<file path="src/rtl/time_match_bank_if.sv">
// Bus bundle for the multi-channel time match bank.
// Control/target inputs from the host side, match status back to it.
interface time_match_bank_if #(
    parameter int WIDTH    = 19,
    parameter int CHANNELS = 4,
    parameter int SEL_W    = 2
);
    logic [WIDTH-1:0]    count_in;
    logic                count_valid;
    logic                wr_en;
    logic [SEL_W-1:0]    wr_sel;
    logic [WIDTH-1:0]    wr_data;
    logic                wr_mode;
    logic [CHANNELS-1:0] ch_enable;
    logic                clr_flags;
    logic [CHANNELS-1:0] match_pulse;
    logic [CHANNELS-1:0] match_flag;
    logic                any_match;
    logic [SEL_W-1:0]    first_ch;

    modport master (
        output count_in, count_valid, wr_en, wr_sel, wr_data,
        output wr_mode, ch_enable, clr_flags,
        input  match_pulse, match_flag, any_match, first_ch
    );

    modport slave (
        input  count_in, count_valid, wr_en, wr_sel, wr_data,
        input  wr_mode, ch_enable, clr_flags,
        output match_pulse, match_flag, any_match, first_ch
    );
endinterface

</file>
<file path="src/rtl/time_match_bank.sv">
// Programmable multi-channel compare bank for the stopwatch count.
// Edge-qualified pulses, sticky flags and lowest-index match encoder.
module time_match_bank #(
    parameter int WIDTH    = 19,
    parameter int CHANNELS = 4,
    parameter int SEL_W    = 2
) (
    input logic clk,
    input logic rst,
    time_match_bank_if.slave bus
);
    logic [WIDTH-1:0]    target_q [CHANNELS];
    logic [WIDTH-1:0]    target_d [CHANNELS];
    logic [CHANNELS-1:0] mode_q, mode_d;
    logic [CHANNELS-1:0] prev_q, prev_d;
    logic [CHANNELS-1:0] pulse_q, pulse_d;
    logic [CHANNELS-1:0] flag_q, flag_d;
    logic [CHANNELS-1:0] cond;
    logic                any_q;
    logic [SEL_W-1:0]    first_q, first_d;
    logic                wr_hit;

    assign wr_hit = bus.wr_en && (32'(bus.wr_sel) < 32'(CHANNELS));

    always_comb begin
        target_d = target_q;
        mode_d   = mode_q;
        prev_d   = prev_q;
        cond     = '0;
        pulse_d  = '0;
        first_d  = '0;
        for (int i = 0; i < CHANNELS; i++) begin
            cond[i] = bus.ch_enable[i] &&
                      (mode_q[i] ? (bus.count_in >= target_q[i])
                                 : (bus.count_in == target_q[i]));
            pulse_d[i] = bus.count_valid && cond[i] && !prev_q[i];
            // A fresh target re-arms its channel; disabling forces re-arm too.
            if (!bus.ch_enable[i]) begin
                prev_d[i] = 1'b0;
            end else if (wr_hit && int'(bus.wr_sel) == i) begin
                prev_d[i] = 1'b0;
            end else if (bus.count_valid) begin
                prev_d[i] = cond[i];
            end
            if (wr_hit && int'(bus.wr_sel) == i) begin
                target_d[i] = bus.wr_data;
                mode_d[i]   = bus.wr_mode;
            end
        end
        flag_d = (flag_q & ~{CHANNELS{bus.clr_flags}}) | pulse_d;
        for (int i = CHANNELS - 1; i >= 0; i--) begin
            if (flag_d[i]) first_d = SEL_W'(i);
        end
    end

    always_ff @(posedge clk) begin
        if (rst) begin
            for (int i = 0; i < CHANNELS; i++) target_q[i] <= '0;
            mode_q  <= '0;
            prev_q  <= '0;
            pulse_q <= '0;
            flag_q  <= '0;
            any_q   <= 1'b0;
            first_q <= '0;
        end else begin
            for (int i = 0; i < CHANNELS; i++) target_q[i] <= target_d[i];
            mode_q  <= mode_d;
            prev_q  <= prev_d;
            pulse_q <= pulse_d;
            flag_q  <= flag_d;
            any_q   <= |flag_d;
            first_q <= first_d;
        end
    end

    assign bus.match_pulse = pulse_q;
    assign bus.match_flag  = flag_q;
    assign bus.any_match   = any_q;
    assign bus.first_ch    = first_q;
endmodule

</file>
<file path="src/flat_wrapper.sv">
// flat-port wrapper written by rule: the top's interface ports become plain ports
module time_match_bank_flat 
#(
    parameter int WIDTH    = 19,
    parameter int CHANNELS = 4,
    parameter int SEL_W    = 2
)
  (clk, rst, bus_count_in, bus_count_valid, bus_wr_en, bus_wr_sel, bus_wr_data, bus_wr_mode, bus_ch_enable, bus_clr_flags, bus_match_pulse, bus_match_flag, bus_any_match, bus_first_ch);
  time_match_bank_if #(.WIDTH(WIDTH), .CHANNELS(CHANNELS), .SEL_W(SEL_W)) bus_i ();
  input logic clk;
  input logic rst;
  input wire logic [$bits(bus_i.count_in)-1:0] bus_count_in;
  input wire logic [$bits(bus_i.count_valid)-1:0] bus_count_valid;
  input wire logic [$bits(bus_i.wr_en)-1:0] bus_wr_en;
  input wire logic [$bits(bus_i.wr_sel)-1:0] bus_wr_sel;
  input wire logic [$bits(bus_i.wr_data)-1:0] bus_wr_data;
  input wire logic [$bits(bus_i.wr_mode)-1:0] bus_wr_mode;
  input wire logic [$bits(bus_i.ch_enable)-1:0] bus_ch_enable;
  input wire logic [$bits(bus_i.clr_flags)-1:0] bus_clr_flags;
  output wire logic [$bits(bus_i.match_pulse)-1:0] bus_match_pulse;
  output wire logic [$bits(bus_i.match_flag)-1:0] bus_match_flag;
  output wire logic [$bits(bus_i.any_match)-1:0] bus_any_match;
  output wire logic [$bits(bus_i.first_ch)-1:0] bus_first_ch;
  assign bus_i.count_in = bus_count_in;
  assign bus_i.count_valid = bus_count_valid;
  assign bus_i.wr_en = bus_wr_en;
  assign bus_i.wr_sel = bus_wr_sel;
  assign bus_i.wr_data = bus_wr_data;
  assign bus_i.wr_mode = bus_wr_mode;
  assign bus_i.ch_enable = bus_ch_enable;
  assign bus_i.clr_flags = bus_clr_flags;
  assign bus_match_pulse = bus_i.match_pulse;
  assign bus_match_flag = bus_i.match_flag;
  assign bus_any_match = bus_i.any_match;
  assign bus_first_ch = bus_i.first_ch;
  time_match_bank #(.WIDTH(WIDTH), .CHANNELS(CHANNELS), .SEL_W(SEL_W)) u_core (.clk(clk), .rst(rst), .bus(bus_i));
endmodule
</file>
<file path="config.mk">
export PLATFORM = sky130hd
export DESIGN_NAME = time_match_bank_flat
export DESIGN_NICKNAME = d
export VERILOG_FILES = /design/src/rtl/time_match_bank_if.sv /design/src/rtl/time_match_bank.sv /design/src/flat_wrapper.sv
export SDC_FILE = /design/constraint.sdc
export NUM_CORES = 1
export LEC_CHECK = 0
export ABC_AREA = 1
export CELL_PAD_IN_SITES_DETAIL_PLACEMENT = 1
export CELL_PAD_IN_SITES_GLOBAL_PLACEMENT = 2
export CORE_MARGIN = 5
export CORE_UTILIZATION = 32
export DETAILED_ROUTE_END_ITERATION = 16
export PLACE_DENSITY_LB_ADDON = 0.1
export SLEW_MARGIN = 0
export SYNTH_ARGS = -nofsm -noshare
export SYNTH_HDL_FRONTEND = slang
export SYNTH_SLANG_ARGS = --single-unit
</file>
<file path="constraint.sdc">
create_clock -name clk -period 2.2 [get_ports clk]
set_input_delay 0.33 -clock clk [delete_from_list [all_inputs] [get_ports clk]]
set_output_delay 0.33 -clock clk [all_outputs]
set_load 0.03 [all_outputs]
</file>
# [After elaboration in Yosys (flattened, before gate mapping)]
# Index checks and enable logic that the tools add are counted.
[totals] register_bits=95 output_inout_bits=11 wordCells=70
[classes] n_lt_le_gt_ge=4 n_eq_ne=7 mux=7 n_bitwise=7 reduce_logical=28
[op_table] operator="== test 19 bit" n=4
[op_table] operator=">= comparator 19 bit" n=4
[op_table] operator="logical AND 1 bit" n=16
[op_table] operator="OR reduction 3 bit" n=5
[op_table] operator="2-to-1 mux 1 bit" n=5
[op_table] operator="AND 4 bit" n=1
[op_table] operator="== test 2 bit (second input constant)" n=2
[op_table] operator="logical NOT 1 bit" n=4
[op_table] operator="2-to-1 mux 2 bit" n=2
[op_table] operator="inverter 1 bit" n=4
[op_table] operator="inverter 4 bit" n=1
[op_table] operator="bitwise OR 4 bit" n=1
[op_table] operator="OR reduction 4 bit" n=1
[op_table] operator="== test 2 x 1 -> 1 bit (second input constant)" n=1
[op_table] operator="logical NOT 2 bit" n=1
[op_table] operator="OR reduction 2 bit" n=1

# [Longest topological paths before layout]
[logic_depth] depth_word=9 depth_mapped=17 ltp_nobuf=17

# [Worst setup path before layout]
# No wires, ideal clock.
[synth_path] path_type="in2reg" startpoint="input port bus_count_in[10]" endpoint="register u_core.any_q, in the netlist u_core.bus.any_match" setup_time_ns=0.131 arrival_ns=1.459 required_time_ns=2.069 setup_slack_ns=0.611 cell_stages=12 n_path_buf=0 cell_sequence="ha_1 a21o_1 nor2_1 nand2_1 nand2_1 nand3_1 nand2_1 nand2_2 nand3b_4 nand2_4 nor2_2 a21oi_2"
[synth_via] elab_chain_cells=7 word_cells_on_any_way=26 classes_between="4 x order compare; 4 x eq/ne; 4 x mux; 1 x bitwise; 13 x reduce/logical"
[synth_rtl] item="start: declaration" line="flat_wrapper.sv:12" source="input wire logic [$bits(bus_i.count_in)-1:0] bus_count_in;"
[synth_rtl] item=">= comparator 19 bit or == test 19 bit (tied branches)" line="time_match_bank.sv:34, time_match_bank.sv:35"
[synth_rtl] item="2-to-1 mux 1 bit" line="time_match_bank.sv:34" source="(mode_q[i] ? (bus.count_in >= target_q[i])"
[synth_rtl] item="logical AND 1 bit" line="time_match_bank.sv:33" source="cond[i] = bus.ch_enable[i] &&"
[synth_rtl] item="logical AND 1 bit (2 in a row)" line="time_match_bank.sv:36" source="pulse_d[i] = bus.count_valid && cond[i] && !prev_q[i];"
[synth_rtl] item="bitwise OR 4 bit *" line="time_match_bank.sv:50" source="flag_d = (flag_q & ~{CHANNELS{bus.clr_flags}}) | pulse_d;"
[synth_rtl] item="OR reduction 4 bit *" line="time_match_bank.sv:71" source="any_q <= |flag_d;"
[synth_rtl] item="end signal: assignment" line="time_match_bank.sv:71"
[synth_rtl] item="end: declaration" line="time_match_bank.sv:19" source="logic any_q;"
# Mark *: on every way between the ends. The rest lies on a longest branch, timed or not.
# A chain may end at the register's enable or synchronous reset.

# [Worst setup path in the final report]
[layout_path] startpoint="input port bus_count_in[14]" endpoint="register u_core.first_q[1], in the netlist u_core.bus.first_ch[1]"
[layout_via] elab_chain_cells=8 word_cells_on_any_way=28 classes_between="4 x order compare; 4 x eq/ne; 6 x mux; 1 x bitwise; 13 x reduce/logical"
[layout_rtl] item=">= comparator 19 bit or == test 19 bit (tied branches)" line="time_match_bank.sv:34, time_match_bank.sv:35"
[layout_rtl] item="2-to-1 mux 1 bit" line="time_match_bank.sv:34"
[layout_rtl] item="logical AND 1 bit" line="time_match_bank.sv:33"
[layout_rtl] item="logical AND 1 bit (2 in a row)" line="time_match_bank.sv:36"
[layout_rtl] item="bitwise OR 4 bit *" line="time_match_bank.sv:50"
[layout_rtl] item="2-to-1 mux 2 bit (2 in a row)" line="time_match_bank.sv:52" source="if (flag_d[i]) first_d = SEL_W'(i);"
[layout_rtl] item="end signal: assignment" line="time_match_bank.sv:72" source="first_q <= first_d;"
[layout_rtl] item="end: declaration" line="time_match_bank.sv:20" source="logic [SEL_W-1:0] first_q, first_d;"
# Marked as above.

==> results.md <==
| Result | Value | Unit |
| --- | --- | --- |
| Routability cong. | 0.829 | - |
| Pin count of the biggest net entering global routing | 44 | - |
| Distinct cell type count after synthesis | 23 | - |
| Data required time of the worst path | 2.44 | ns |
| Pins Over Slew Limit | 0 | - |
| Number of standard cells after synthesis | 715 | - |
| First-pass GRT wire length | 25600 | um |
| Worst hold path class | reg -> reg | - |
| Initial core utilization | 32.3 | % |
| Highest attainable clock frequency | 481 | MHz |
| Critical Path, Cell by Cell | clkdlybuf4s50_1, ha_1, nand2_1, nor2_1, nand2_1, inv_2, nand3_1, nand3_1, nand2_1, nand2_1, nand3_2, nand2_2, inv_2, nand3_1, nor2_1 | - |
| Filler cells | 1973 | - |
| Clock slew seen by the registers of the worst setup and hold paths | 0.07 | ns |
| Count of maximum capacitance violations | 0 | - |
| Crit Path Class | in -> reg | - |
| Number of antenna violations at the first check in global routing | 0 | - |
| Critical Path End Type | flop | - |
| Filler-free cell count of the finished design | 1000 | - |
| Peak per-stage delay on the critical path | 0.50 | ns |
| Routed wire length per instance | 15.6 | um |
| Sum of net half-perimeters after detailed placement | 12100 | um |
| Slowest stage cell, crit path | sky130_fd_sc_hd__clkdlybuf4s50_1 | - |
| Sequential fraction of the synthesis area | 35.9 | % |
| Sort of element at the start of the critical path | primary input | - |
| Ports placed on the boundary | 61 | - |
| Number of buffers added by the clock tree synthesis step | 9 | - |
| Number of design-rule violations left by the first detailed-router iteration | 138 | - |
| Routed wire length | 15600 | um |
| Share of the synthesized area in the top cell type | 35.9 | % |
| Site Rows | 47 | - |
| Biggest area contributors in the synthesized netlist | sky130_fd_sc_hd__dfxtp_1 (36%), sky130_fd_sc_hd__ha_1 (18%), sky130_fd_sc_hd__a21oi_1 (10%) | - |
| Die area | 19200 | um^2 |
| Post-Syn Area per Cell | 7.41 | um^2 |
| Largest vdd supply drop | 0.415 | mV |
| CTS H-Tree Depth | 3 | - |
| Number of nets in the synthesized netlist | 841 | - |
| Worst relative slew slack | 51.5 | % |
| Vias per Instance | 4.72 | - |
| First drt pass iteration count | 4 | - |
| Placed instance count | 984 | - |
| Number of sinks handled by clock tree synthesis | 95 | - |
| DRC violations left | 0 | - |
| Number of nets in the final layout | 901 | - |
| Count of nets left with antenna violations after detail routing | 0 | - |
| CTS tree | built | - |
| Height of the die | 139 | um |
| Hold Violations, Final | 0 | - |
| Proportion of layout cells with a drive suffix above 1 | 8.46 | % |
| Core region area | 16400 | um^2 |
| Crit path top cell by count | sky130_fd_sc_hd__nand2_1 | - |
| Leakage component of the power | 2.85 | nW |
| Number of synthesis warnings | 0 | - |
| Final setup fails | 0 | - |
| Sum of internal, switching and leakage power | 0.00428 | W |
| Insertion delay to the later sink of the worst-skew pair | 0.35 | ns |
| Slew at the pin with the worst max-slew slack | 0.727 | ns |
| Run status | finished, final reports clean | - |
| Global route overflow | 0 | - |
| Critical path peak fanout | 4 | - |
| GR Util All Layers | 16.6 | % |
| Total power per unit cell area | 648 | nW/um^2 |
| Overall die width | 139 | um |
| Port Buf Inserts | 60 | - |
| Signed area change from the synthesized netlist to the final layout | 24.6 | % |
| Min Clock Period, post-route | 2.08 | ns |
| Cell accounting for the most synthesized area | sky130_fd_sc_hd__dfxtp_1 | - |
| Final worst-path cycle share | 94.5 | % |
| Number of diodes | 0 | - |
| Signal arrival time at the worst endpoint | 2.32 | ns |
| Quantity of hold-fixing buffers added after cts | 0 | - |
| Overall via count from detail_route | 4716 | - |
| Post-Syn Area | 5300 | um^2 |
| Maximum number of buffers from clock root to sink | 2 | - |
| Post-CTS Setup Inserts | 0 | - |
| Vias in the first global route | 5029 | - |
| Worst clock skew | 0.00493 | ns |
| Clock root buffer master | sky130_fd_sc_hd__clkbuf_16 | - |
| Post-synthesis sequential element count | 95 | - |
==> cell families after synthesis <==
group / after synthesis / share of synthesized area, %
adders and majority gates: 76 / 17.9
AOI/OAI and AO/OA: 197 / 18.8
DFF: 95 / 35.9
and+or+nand+nor: 197 / 16.6
buffers and inverters: 150 / 10.7
==> through the flow <==
step	hold WS [ns]	setup WS, ns	TNS, ns	area (um^2)	utilization [%]
finish	0.460	0.121	0	6600	40.2
global route	0.478	-0.00894	-0.0191	6600	40.2
CTS	0.462	0.0766	0	6540	39.8
detailed placement	0.453	-0.297	-2.33	6220	37.9
global placement	0.444	-0.280	-1.86	6220	37.9
floorplan	0.399	0.611	0	5300	-
==> per-layer routing <==
layer | GRT usage, % | vias to the layer above | share of wire, %
met5 | 0 | - | 0
met4 | 6.44 | 0 | 2.2
met3 | 2.38 | 20 | 2.1
met2 | 27.8 | 54 | 46
met1 | 21.6 | 2193 | 50
li1 | - | 2449 | -
==> final timing paths <==
check | start | end | cells after the start | slack (ns)
min | u_core.target_q[36] | u_core.target_q[36] | 2 | 0.46
min reg2reg | u_core.target_q[36] | u_core.target_q[36] | 2 | 0.46
max | bus_count_in[14] | u_core.bus.first_ch[1] | 15 | 0.12
max reg2reg | u_core.target_q[67] | u_core.bus.any_match | 13 | 0.29
==> worst max-delay path, delay by kind of cell <==
family,cells,cell delay [ns]
fa+ha+maj,1,0.35
buf+inv,3,0.62
simple gates,11,1.01
==> placed cells by master, fill, tap and decap left out, drive strengths merged <==
| master | synthesis | routed |
|---|---|---|
| nor2 | 41 | 41 |
| clkinv | 1 | 4 |
| clkinvlp | 0 | 2 |
| o21ai | 86 | 86 |
| nand4 | 5 | 5 |
| nand2 | 118 | 118 |
| buf | 4 | 15 |
| bufinv | 0 | 2 |
| inv | 123 | 122 |
| a21o | 2 | 2 |
| ha | 76 | 76 |
| nor4 | 3 | 3 |
| clkdlybuf4s50 | 0 | 54 |
| nand3b | 1 | 1 |
| nor3 | 3 | 3 |
| nand3 | 26 | 26 |
| dfxtp | 95 | 95 |
| clkbuf | 22 | 10 |
| dlymetal6s2s | 0 | 6 |
| a21oi | 109 | 109 |
==> state kept, by name (all words and copies together), names as in the netlist <==
register                cells
u_core.bus.match_pulse      4
u_core.prev_q               4
u_core.bus.match_flag       4
u_core.target_q            76
u_core.bus.any_match        1
u_core.mode_q               4
u_core.bus.first_ch         2
==> synthesized netlist by cell type <==
cell	instances
sky130_fd_sc_hd__nor2_1	40
sky130_fd_sc_hd__inv_2	12
sky130_fd_sc_hd__nand2_1	112
sky130_fd_sc_hd__nor2_2	1
sky130_fd_sc_hd__nand3_1	18
sky130_fd_sc_hd__a21oi_1	107
sky130_fd_sc_hd__buf_2	4
sky130_fd_sc_hd__dfxtp_1	95
sky130_fd_sc_hd__ha_1	76
sky130_fd_sc_hd__nand3_2	8
sky130_fd_sc_hd__o21ai_0	86
sky130_fd_sc_hd__nand4_1	5
sky130_fd_sc_hd__nor3_1	3
sky130_fd_sc_hd__nor4_1	3
sky130_fd_sc_hd__inv_1	111
sky130_fd_sc_hd__clkinv_1	1
sky130_fd_sc_hd__clkbuf_2	1
sky130_fd_sc_hd__clkbuf_1	21
sky130_fd_sc_hd__nand2_2	4
sky130_fd_sc_hd__nand2_4	2
sky130_fd_sc_hd__a21oi_2	2
sky130_fd_sc_hd__a21o_1	2
sky130_fd_sc_hd__nand3b_4	1
==> report_power, final <==
part	leakage (nW)	internal, W	switching [W]
clock	0.148	0.000993	0.000695
combinational	1.92	0.000320	0.000449
sequential	0.776	0.00180	0.0000225
==> final cells by class <==
type                    instances  area (um^2)  share of cell area, %
well taps                     220          275                   4.17
clock buffers                  10          229                   3.47
multi-input cells             470         2880                   43.6
repair buffers                 75          766                   11.6
clock inverters                 6         85.1                   1.29
flip-flops and latches         95         1900                   28.8
inverters                     124          465                   7.05
==> timing repair <==
action	in CTS	in global routing
hold endpoints to repair	0	0
setup endpoints to repair	0	3
resized for setup	0	12
No activity file was read; power rests on OpenSTA's default activity.
